File: src/rtl/irq_ack_responder.sv
// Core-side interrupt responder: captures requests, picks the lowest enabled line,
// runs the request/take/ack handshake and holds off new requests until mret.
module irq_ack_responder #(
    parameter int N_IRQ = 32,
    parameter int ID_W  = 5,
    parameter int CNT_W = 32
) (
    input  logic             clk_i,
    input  logic             rst_ni,
    input  logic             irq_i,
    input  logic [ID_W-1:0]  irq_id_i,
    output logic             irq_ack_o,
    output logic [ID_W-1:0]  irq_ack_id_o,
    input  logic             irq_enable_i,
    input  logic [N_IRQ-1:0] irq_mask_i,
    output logic             core_irq_req_o,
    output logic [ID_W-1:0]  core_irq_id_o,
    input  logic             core_irq_take_i,
    input  logic             core_mret_i,
    output logic [N_IRQ-1:0] irq_pending_o,
    output logic [CNT_W-1:0] irq_count_o,
    output logic [CNT_W-1:0] irq_latency_o
);

    localparam logic [1:0] S_IDLE    = 2'd0;
    localparam logic [1:0] S_REQ     = 2'd1;
    localparam logic [1:0] S_ACK     = 2'd2;
    localparam logic [1:0] S_SERVICE = 2'd3;

    logic [1:0]       r_state;
    logic [N_IRQ-1:0] r_pending;
    logic [ID_W-1:0]  r_sel_id;
    logic [CNT_W-1:0] r_lat;
    logic [CNT_W-1:0] r_count;
    logic [CNT_W-1:0] r_latency;
    logic             r_req;
    logic [ID_W-1:0]  r_req_id;
    logic             r_ack;
    logic [ID_W-1:0]  r_ack_id;

    logic [N_IRQ-1:0] w_set;
    logic [N_IRQ-1:0] w_sel_oh;
    logic [N_IRQ-1:0] w_clr;
    logic [N_IRQ-1:0] w_cand;
    logic             w_any;
    logic [ID_W-1:0]  w_win;
    logic             w_sel_en;

    // Out-of-range IDs match no line and are dropped here.
    always_comb begin
        w_set    = '0;
        w_sel_oh = '0;
        for (int i = 0; i < N_IRQ; i++) begin
            w_set[i]    = irq_i && (irq_id_i == ID_W'(i));
            w_sel_oh[i] = (r_sel_id == ID_W'(i));
        end
    end

    assign w_clr    = (r_state == S_ACK) ? w_sel_oh : '0;
    assign w_cand   = irq_enable_i ? (r_pending & irq_mask_i) : '0;
    assign w_sel_en = irq_enable_i && |(irq_mask_i & w_sel_oh);

    // Scan downward so the lowest set index is written last.
    always_comb begin
        w_any = 1'b0;
        w_win = '0;
        for (int i = N_IRQ - 1; i >= 0; i--) begin
            if (w_cand[i]) begin
                w_any = 1'b1;
                w_win = ID_W'(i);
            end
        end
    end

    // Clear beats a same-cycle set: the source still drives its level during ACK.
    always_ff @(posedge clk_i or negedge rst_ni) begin
        if (!rst_ni) begin
            r_pending <= '0;
        end else begin
            r_pending <= (r_pending | w_set) & ~w_clr;
        end
    end

    always_ff @(posedge clk_i or negedge rst_ni) begin
        if (!rst_ni) begin
            r_state   <= S_IDLE;
            r_sel_id  <= '0;
            r_lat     <= '0;
            r_count   <= '0;
            r_latency <= '0;
            r_req     <= 1'b0;
            r_req_id  <= '0;
            r_ack     <= 1'b0;
            r_ack_id  <= '0;
        end else begin
            unique case (r_state)
                S_IDLE: begin
                    if (w_any) begin
                        r_state  <= S_REQ;
                        r_sel_id <= w_win;
                        r_lat    <= '0;
                        r_req    <= 1'b1;
                        r_req_id <= w_win;
                    end
                end
                S_REQ: begin
                    if (r_lat != {CNT_W{1'b1}}) begin
                        r_lat <= r_lat + 1'b1;
                    end
                    if (core_irq_take_i) begin
                        r_state  <= S_ACK;
                        r_req    <= 1'b0;
                        r_req_id <= '0;
                        r_ack    <= 1'b1;
                        r_ack_id <= r_sel_id;
                    end else if (!w_sel_en) begin
                        r_state  <= S_IDLE;
                        r_req    <= 1'b0;
                        r_req_id <= '0;
                    end
                end
                S_ACK: begin
                    r_state   <= S_SERVICE;
                    r_ack     <= 1'b0;
                    r_ack_id  <= '0;
                    r_count   <= r_count + 1'b1;
                    r_latency <= r_lat;
                end
                S_SERVICE: begin
                    if (core_mret_i) begin
                        r_state <= S_IDLE;
                    end
                end
                default: begin
                    r_state <= S_IDLE;
                end
            endcase
        end
    end

    assign irq_ack_o      = r_ack;
    assign irq_ack_id_o   = r_ack_id;
    assign core_irq_req_o = r_req;
    assign core_irq_id_o  = r_req_id;
    assign irq_pending_o  = r_pending;
    assign irq_count_o    = r_count;
    assign irq_latency_o  = r_latency;

endmodule

File: config.mk
export PLATFORM = sky130hd
export DESIGN_NAME = irq_ack_responder
export DESIGN_NICKNAME = d
export VERILOG_FILES = /design/src/rtl/irq_ack_responder.sv
export SDC_FILE = /design/constraint.sdc
export NUM_CORES = 1
export LEC_CHECK = 0
export ABC_AREA = 0
export BUFFER_PORTS_ARGS = -buffer_cell sky130_fd_sc_hd__buf_4
export CAP_MARGIN = 15
export CORE_MARGIN = 2
export CORE_UTILIZATION = 55
export DETAILED_ROUTE_END_ITERATION = 6
export GPL_TIMING_DRIVEN = 0
export PLACE_DENSITY = 0.8
export SLEW_MARGIN = 20
export SYNTH_ARGS = -nofsm -noshare
export SYNTH_HDL_FRONTEND = slang
export SYNTH_SLANG_ARGS = --single-unit
File: constraint.sdc
create_clock -name clk_i -period 3.4 [get_ports clk_i]
set_input_delay 0.34 -clock clk_i [delete_from_list [all_inputs] [get_ports clk_i]]
set_output_delay 0.34 -clock clk_i [all_outputs]
set_load 0.02 [all_outputs]
==> results.sh, run 1 <==
export IMPL_status="complete, no violations"
export IMPL_layout_common_cells="nand2_1 (162), buf_4 (148), dfrtp_1 (147)"
export IMPL_tightest_slew_ns=1.001
export IMPL_antenna_cells=0
export IMPL_crit_path_start="r_sel_id[2]"
export IMPL_setup_worst_path_start_class="register"
export IMPL_post_cts_resized=0
export IMPL_track_usage_pct=30.58
export IMPL_p_int_mw=4.210
export IMPL_r2r_start="r_sel_id[2]"
export IMPL_root_buffer="clkbuf_16"
export IMPL_combinationalPowerShare_pct=38.7
export IMPL_die_h_um=121.0
export IMPL_relSlewSlack_pct=32.99
export IMPL_ir_drop_mv=0.4997
export IMPL_htreeDepth=4
export IMPL_fp_dieW_um=121.0
export IMPL_gr_total_overflow=0
export IMPL_final_common_cell="nand2_1"
export IMPL_finalWirelength_mm=22.09
export IMPL_grt_pass1_vias=6649
export IMPL_seqCellArea_um2=3679
export IMPL_finalPower_mw=7.166
export IMPL_ff2ff_setup_slack_ns=0.78
export IMPL_pwr_share_seq_pct=35.4
export IMPL_start_util_pct=56.63
export IMPL_power_frac_clock_pct=26.0
export IMPL_row_count=42
export IMPL_netSwitchingFraction_pct=41.25
export IMPL_slew_violations=0
export IMPL_seq_area_frac_synth_pct=48.86
export IMPL_drtIter0Drc=664
export IMPL_cts_tree="built"
export IMPL_postSynthCellCount=825
export IMPL_ys_warn_count=0
export IMPL_synth_seq_cells=147
export IMPL_worstPathCellList="buf_2, buf_2, mux2i_1, o32ai_1, nor4_1, nand4_1, o21ai_0, a32oi_1"
export IMPL_clock_latency_ns=0.43
export IMPL_crit_fanout=10
export IMPL_dpl_cell_area_um2=8902
export IMPL_max_cap_viol_count=0
export IMPL_dr_pass1_iters=5
export IMPL_path_common_cell="buf_2"
export IMPL_r2r_worst_path_cells=8
export IMPL_drive_above_1_share_pct=20.54
export IMPL_wire_per_inst_um=18.66
export IMPL_tns_ns=0
export IMPL_required_ns=3.67
export IMPL_p_per_area_nw_per_um2=754.8
export IMPL_period_minus_slack_ns=2.618
export IMPL_max_clock_freq_mhz=382.0
export IMPL_ys_types=68
export IMPL_area_growth_pct=26.11
export IMPL_synth_edf_count=0
export IMPL_async_flop_share_pct=100.0
export IMPL_multi_input_area_um2=3631
export IMPL_hold_buffers=1
export IMPL_cpPeakStageDelay_ns=0.52
export IMPL_syn_avg_cell_area_um2=9.125
export IMPL_viasPerCell=6.060
export IMPL_p_leak_nw=4.394
export IMPL_reg2reg_to="r_state[0]"
export IMPL_synth_nets=870
export IMPL_cp_arrival_ns=2.88
export IMPL_finalClockSkew_ns=0.009791
export IMPL_p_switching_mw=2.956
export IMPL_synth_area_um2=7528
export IMPL_place_gp_congestion=0.9911
export IMPL_nets=1040
export IMPL_critPathSlowestCell="o21ai_0"
export IMPL_design_area_um2=9494
export IMPL_cts_sinks=147
export IMPL_final_cells=1184
export IMPL_portBuffers=149
export IMPL_post_cts_setup_buffers=0
export IMPL_nFillCells=1052
export IMPL_grt_pass1_wl_mm=34.80
export IMPL_ctsLongestPathBuffers=2
export IMPL_dp_cells=1151
export IMPL_dr_total_vias=7175
export IMPL_hold_violations=0
export IMPL_fp_dieArea_um2=14640
export IMPL_rsz0062_at_grt="false"
export IMPL_ant_nets=0
export IMPL_hold_class="in -> reg"
export IMPL_dominantRegCellSynth="dfrtp_1"
export IMPL_io_pins=151
export IMPL_path_clk_slew_ns=0.06
export IMPL_endpoint_kind="register"
export IMPL_finalSetupViolCount=0
export IMPL_place_hpwl_mm=15.94
export IMPL_grt_antenna_before_repair=0
export IMPL_coreArea_um2=13300
export IMPL_fin_crit_sh_pct=76.99
export IMPL_path_class="reg -> reg"
export IMPL_detail_route_drc_violations=0
export IMPL_cts_made_buffers=17
export IMPL_endpoint="r_state[0]"
export IMPL_grt_max_degree=84
==> kinds of logic (layout without fill, tap and decap cells) <==
logic type      count (synthesis)  in the layout  share of synthesized area [%]
simple gates                  374            374                          24.60
compound gates                184            184                          15.57
flops                         147            147                          48.86
xor+xnor                       56             56                          6.515
buf+inv                        53            236                          2.908
mux                             9              9                          1.213
fa+ha+maj                       2              2                         0.3323
==> cell usage after synthesis (6+ instances only) <==
cell type  instances  area [um2]
xor2_1             9       78.83
mux2i_1            8       80.08
o21ai_0           29       145.1
nand3b_1           6       45.04
and3_1            11       68.82
nand2_1          162       608.1
a21oi_1           69       345.3
clkbuf_1          28       105.1
buf_2             10       50.05
inv_1             11       41.29
nand3_1           25       125.1
a22oi_1           10       75.07
nor4_1            19       118.9
nor3b_1            7       52.55
dfrtp_1          147        3679
nand4_1           20       125.1
a22o_1            12       105.1
xnor2_1           47       411.6
a32oi_1            6       52.55
nor2b_1           14       87.58
nand2b_1           6       37.54
nor2_1            54       202.7
a31oi_1           20       125.1
nor3_1            16       80.08
==> layout make-up <==
type	count	area share (%)
clock inverter	14	1.608
clock buffer	18	4.520
tap	176	2.319
multi-input combinational	625	38.24
inverter	11	0.4349
timing repair buffer	151	12.26
sequential	147	38.75
buffer	42	1.871
==> worst max-delay path: cells and delay by family, from the launching register on <==
family | cells | cell delay, ns
buffers and inverters | 2 | 0.49
AO/OA/AOI/OAI | 3 | 0.84
flip-flops | 1 | 0.38
AND/OR/NAND/NOR | 2 | 0.51
multiplexers | 1 | 0.23
==> per-layer routing <==
metal	global-route usage [%]	share of wire (%)	up-vias
met1	43.74	44	3477
met2	45.72	45	359
met3	7.895	8.9	46
li1	-	-	3293
met5	0	0	-
met4	9.666	2.0	0
==> registers in the layout, summed over array words and instances (netlist names), 5 cells and up, named ones only <==
signal	flops
core_irq_id_o	5
r_sel_id	5
irq_latency_o	32
r_lat	32
irq_pending_o	32
irq_count_o	32
irq_ack_id_o	5
==> worst min path at each step <==
stage,start,to,slack [ns],depth (start not counted)
after floorplan,rst_ni,asynchronous set/reset pin,0.04,0
after global placement,irq_latency_o[16],irq_latency_o[16],0.46,2
after detailed placement,rst_ni,irq_pending_o[10],0.32,1
after CTS,core_mret_i,register,0.10,2
after global routing,core_mret_i,register,0.11,2
final,core_mret_i,register,0.12,2
==> power by group through the flow <==
stage | logic, mW | registers (mW) | clock network, mW
5_1_grt | 2.98 | 2.58 | 1.96
2_1_floorplan | 1.33 | 2.79 | 0
3_3_place_gp | 2.69 | 2.54 | 0
3_5_place_dp | 2.72 | 2.54 | 0
4_1_cts | 2.75 | 2.52 | 1.87
6_report | 2.77 | 2.54 | 1.86
==> metrics by stage <==
stage	utilization [%]	worst slack, ns	hold WS (ns)
2_1_floorplan	-	1.368	0.04441
3_3_place_gp	66.69	0.9633	0.4619
3_5_place_dp	66.96	0.9351	0.3199
4_1_cts	71.41	0.8908	0.1046
5_1_grt	71.41	0.5859	0.1056
6_report	71.41	0.7823	0.1154
Power figures use the tool's default switching activity.
==> run 2, diff against run 1 <==
Clock period 3.4 ns to 2.7 ns, I/O delays scaled along.
==> run 2 against run 1 <==
  * Sequential share of layout area stayed put
  * Non-clock buffer count unchanged
  * Sequential power grew 26%
  * Die area did not move
  * Highest routed layer unchanged
==> results.sh, run 2 (synthesis results as in run 1) <==
export IMPL_place_hpwl_mm=15.94
export IMPL_ir_drop_mv=0.6298
export IMPL_place_gp_congestion=0.9911
export IMPL_die_h_um=121.0
export IMPL_p_per_area_nw_per_um2=951.0
export IMPL_r2r_worst_path_cells=7
export IMPL_period_minus_slack_ns=2.470
export IMPL_hold_violations=0
export IMPL_layout_common_cells="nand2_1 (162), buf_4 (148), dfrtp_1 (147)"
export IMPL_cts_made_buffers=17
export IMPL_cts_tree="built"
export IMPL_r2r_start="r_sel_id[1]"
export IMPL_endpoint_kind="register"
export IMPL_detail_route_drc_violations=0
export IMPL_tightest_slew_ns=1.013
export IMPL_root_buffer="clkbuf_16"
export IMPL_io_pins=151
export IMPL_finalClockSkew_ns=0.01238
export IMPL_crit_path_start="r_sel_id[1]"
export IMPL_fp_dieArea_um2=14640
export IMPL_fin_crit_sh_pct=91.47
export IMPL_start_util_pct=56.63
export IMPL_path_clk_slew_ns=0.06
export IMPL_gr_total_overflow=0
export IMPL_timing_hold_ws_ns=0.04328
export IMPL_track_usage_pct=30.58
export IMPL_coreArea_um2=13300
export IMPL_finalSetupViolCount=0
export IMPL_max_clock_freq_mhz=404.9
export IMPL_portBuffers=149
export IMPL_cp_arrival_ns=2.81
export IMPL_slew_violations=0
export IMPL_required_ns=3.04
export IMPL_status="complete, no violations"
export IMPL_nets=1040
export IMPL_ctsLongestPathBuffers=2
export IMPL_dr_total_vias=7168
export IMPL_hold_class="in -> reg"
export IMPL_ant_nets=0
export IMPL_wire_per_inst_um=18.69
export IMPL_ff2ff_setup_slack_ns=0.23
export IMPL_area_growth_pct=26.11
export IMPL_critPathSlowestCell="nor2_1"
export IMPL_antenna_cells=0
export IMPL_drtIter0Drc=674
export IMPL_worstPathCellList="buf_2, nor2_1, a32o_1, a2bb2oi_1, nand4_1, o21ai_1, a32oi_1"
export IMPL_endpoint="r_state[0]"
export IMPL_grt_pass1_vias=6649
export IMPL_dr_pass1_iters=5
export IMPL_viasPerCell=6.054
export IMPL_cpPeakStageDelay_ns=0.79
export IMPL_path_class="reg -> reg"
export IMPL_finalWirelength_mm=22.13
export IMPL_fp_dieW_um=121.0
export IMPL_rsz0062_at_grt="false"
export IMPL_final_common_cell="nand2_1"
export IMPL_crit_fanout=10
export IMPL_relSlewSlack_pct=32.19
export IMPL_grt_max_degree=84
export IMPL_clock_latency_ns=0.43
export IMPL_row_count=42
export IMPL_setup_worst_path_start_class="register"
export IMPL_post_cts_setup_buffers=0
export IMPL_grt_pass1_wl_mm=34.80
export IMPL_reg2reg_to="r_state[0]"
export IMPL_cts_sinks=147
export IMPL_max_cap_viol_count=0
export IMPL_hold_depth=2
export IMPL_tns_ns=0
export IMPL_drive_above_1_share_pct=20.54
export IMPL_p_leak_nw=4.394
export IMPL_grt_antenna_before_repair=0
export IMPL_htreeDepth=4
==> run 2: power by group <==
group	internal [mW]	switching, mW
Combinational	1.28	2.21
Sequential	2.65	0.543
Clock	1.37	0.972
==> run 2: how the worst min path moves through the flow <==
stage	start	end	slack [ns]
6_report	core_mret_i	register	0.04
5_1_grt	core_mret_i	register	0.04
4_1_cts	core_mret_i	register	0.03
3_5_place_dp	rst_ni	irq_pending_o[10]	0.25
3_3_place_gp	irq_latency_o[16]	irq_latency_o[16]	0.46
2_1_floorplan	rst_ni	asynchronous set/reset pin	-0.03
==> run 2: layer usage <==
layer	vias up	global-route usage, %	share of wire [%]
met5	-	0	0
met4	0	9.666	2.1
met3	48	7.895	8.9
met2	344	45.72	45
met1	3483	43.74	44
li1	3293	-	-
==> run 2: metrics by stage <==
step	instances	power, mW	area (um2)	utilization, %	setup slack, ns
3_5_place_dp	1151	6.625	8902	66.96	0.2351
4_1_cts	1184	8.984	9494	71.41	0.1908
3_3_place_gp	1150	6.584	8867	66.69	0.2633
6_report	1184	9.029	9494	71.41	0.2303
2_1_floorplan	825	5.189	7528	-	0.6681
5_1_grt	1184	9.469	9494	71.41	0.1063
==> run 2: critical path: cells and delay by family (launching register included) <==
family                 cells  cell delay (ns)
flip-flops                 1             0.43
AND/OR/NAND/NOR            2             0.94
buffers and inverters      1             0.23
AO/OA/AOI/OAI              4             0.77
==> run 2: cell type report <==
class	count	area (um2)
Fill cell	1052	3801
Sequential cell	147	3679
Multi-Input combinational cell	625	3631
Timing Repair Buffer	151	1164
Clock buffer	18	429.2
Tap cell	176	220.2
Buffer	42	177.7
Clock inverter	14	152.6
Inverter	11	41.29
==> run 2: repair_timing <==
action / in CTS / in global routing
endpoints found under the hold margin: 64 / 0
hold buffers: 1 / 0
gates resized for setup: 0 / 1
setup endpoints to repair: 0 / 5
==> run 3, diff against run 2 <==
Settings changed: CORE_UTILIZATION 55 to 50, PLACE_DENSITY 0.8 to 0.76.
Clock period 2.7 ns to 2.2 ns, I/O delays scaled along.
==> run 3 against run 2 <==
  * Non-clock buffer count is 14 higher
  * Routed wire length rose by 0.58%
  * Die area is 9.7% higher
  * Worst hold slack improved by 0.12 ns
==> results.sh, run 3 (synthesis results as in run 1) <==
export IMPL_pwr_share_seq_pct=34.3
export IMPL_coreArea_um2=14640
export IMPL_die_h_um=126.7
export IMPL_fp_dieArea_um2=16050
export IMPL_dr_pass1_iters=5
export IMPL_track_usage_pct=27.97
export IMPL_dp_slack_ns=-0.3383
export IMPL_path_buf_inv=1
export IMPL_place_gp_congestion=0.9507
export IMPL_gr_total_overflow=0
export IMPL_fin_crit_sh_pct=98.27
export IMPL_cpPeakStageDelay_ns=0.52
export IMPL_slew_violations=0
export IMPL_setup_worst_path_start_class="register"
export IMPL_drtIter0Drc=668
export IMPL_path_clk_slew_ns=0.06
export IMPL_p_per_area_nw_per_um2=1162
export IMPL_start_util_pct=51.41
export IMPL_ant_nets=0
export IMPL_required_ns=2.56
export IMPL_power_frac_clock_pct=26.2
export IMPL_endpoint_kind="register"
export IMPL_netSwitchingFraction_pct=40.11
export IMPL_grt_pass1_wl_mm=35.74
export IMPL_combinationalPowerShare_pct=39.4
export IMPL_detail_route_drc_violations=0
export IMPL_cts_tree="built"
export IMPL_critPathSlowestCell="or4_1"
export IMPL_grt_antenna_before_repair=0
export IMPL_antenna_cells=0
export IMPL_cp_arrival_ns=2.52
export IMPL_relSlewSlack_pct=48.59
export IMPL_cts_sinks=147
export IMPL_clock_latency_ns=0.43
export IMPL_nets=1054
export IMPL_p_leak_nw=4.549
export IMPL_ctsLongestPathBuffers=2
export IMPL_area_growth_pct=30.81
export IMPL_tns_ns=0
export IMPL_wire_per_inst_um=18.46
export IMPL_layout_common_cells="buf_4 (167), nand2_1 (161), dfrtp_1 (140)"
export IMPL_status="complete, no violations"
export IMPL_ir_drop_mv=0.6692
export IMPL_period_minus_slack_ns=2.162
export IMPL_p_int_mw=6.853
export IMPL_design_area_um2=9848
export IMPL_root_buffer="clkbuf_16"
export IMPL_hold_class="in -> reg"
export IMPL_viasPerCell=5.934
export IMPL_cts_made_buffers=17
export IMPL_hold_violations=0
export IMPL_p_switching_mw=4.588
export IMPL_grt_max_degree=95
export IMPL_dr_total_vias=7157
export IMPL_finalSetupViolCount=0
export IMPL_dpl_cell_area_um2=8912
export IMPL_final_common_cell="buf_4"
export IMPL_io_pins=151
export IMPL_row_count=44
export IMPL_grt_pass1_vias=6853
export IMPL_max_cap_viol_count=0
export IMPL_nFillCells=1237
export IMPL_drive_above_1_share_pct=25.05
export IMPL_htreeDepth=4
export IMPL_place_hpwl_mm=15.88
export IMPL_portBuffers=149
export IMPL_fp_dieW_um=126.7
export IMPL_setup_ws_ns=0.03800
export IMPL_path_class="reg -> reg"
export IMPL_finalWirelength_mm=22.26
export IMPL_worstPathCellList="and4_1, nand2_1, and4bb_4, or2_1, buf_6, or4_1, a21oi_2"
export IMPL_final_util_pct=67.25
export IMPL_rsz0062_at_grt="true"
export IMPL_crit_fanout=10
export IMPL_tightest_slew_ns=0.7641
export IMPL_finalClockSkew_ns=0.007201
export IMPL_max_clock_freq_mhz=462.5
export IMPL_cp_top_family="simple AND/OR/NAND/NOR gates"
run 3: repair_timing:
item / 4_1_cts / 5_1_grt
gates resized for setup: 16 / 48
buffers inserted: 3 / 14
hold buffers: 2 / 0
pin swaps: 5 / 11
setup endpoints to repair: 39 / 68
endpoints found under the hold margin: 54 / 0
run 3: tightest hold or removal path: cells and delay by family:
family	cells	cell delay [ns]
AOI/OAI and AO/OA	2	0.19
buffers and inverters	1	0.13
run 3: layout make-up:
class	count	area [um2]	share of cell area (%)
clock inverter	11	150.1	1.525
inverter	11	41.29	0.4193
clock buffer	21	460.4	4.675
timing repair buffer	169	1301	13.21
tap	184	230.2	2.338
buffer	38	214.0	2.173
multi-input combinational	625	3764	38.22
sequential	147	3687	37.44
run 3: final timing paths:
check                                   from                end  slack (ns)  depth (start not counted)
max                                r_lat[21]          r_lat[27]        0.04                          7
min                              irq_id_i[2]  irq_pending_o[12]        0.16                          3
max reg2reg                        r_lat[21]          r_lat[27]        0.04                          7
min reg2reg                irq_latency_o[16]  irq_latency_o[16]        0.48                          2
max in group asynchronous             rst_ni           r_lat[0]        1.09                          3
min in group asynchronous             rst_ni  irq_pending_o[29]        0.28                          2
run 3: power by group through the flow:
stage	logic, mW	clock network [mW]	registers (mW)
after floorplan	2.06	0	4.31
final	4.51	3.00	3.93
after detailed placement	4.19	0	3.93
after global routing	4.87	3.15	4.01
after global placement	4.14	0	3.93
after CTS	4.30	3.04	3.90
run 3: through the flow:
| stage | hold WS (ns) | power [mW] | instances |
|---|---|---|---|
| finish | 0.1600 | 11.44 | 1206 |
| global route | 0.1719 | 12.03 | 1206 |
| CTS | 0.1419 | 11.24 | 1195 |
| detailed placement | 0.1590 | 8.120 | 1159 |
| global placement | 0.4199 | 8.063 | 1158 |
| floorplan | -0.07559 | 6.369 | 825 |
run 3: per-layer routing:
metal  wire, um  track usage (%)  share of wire, %
met5          0                0                 0
met4        410            8.791               1.8
met1       9893            40.32                44
met2      10230            42.64                46
met3       1724            6.073               7.7
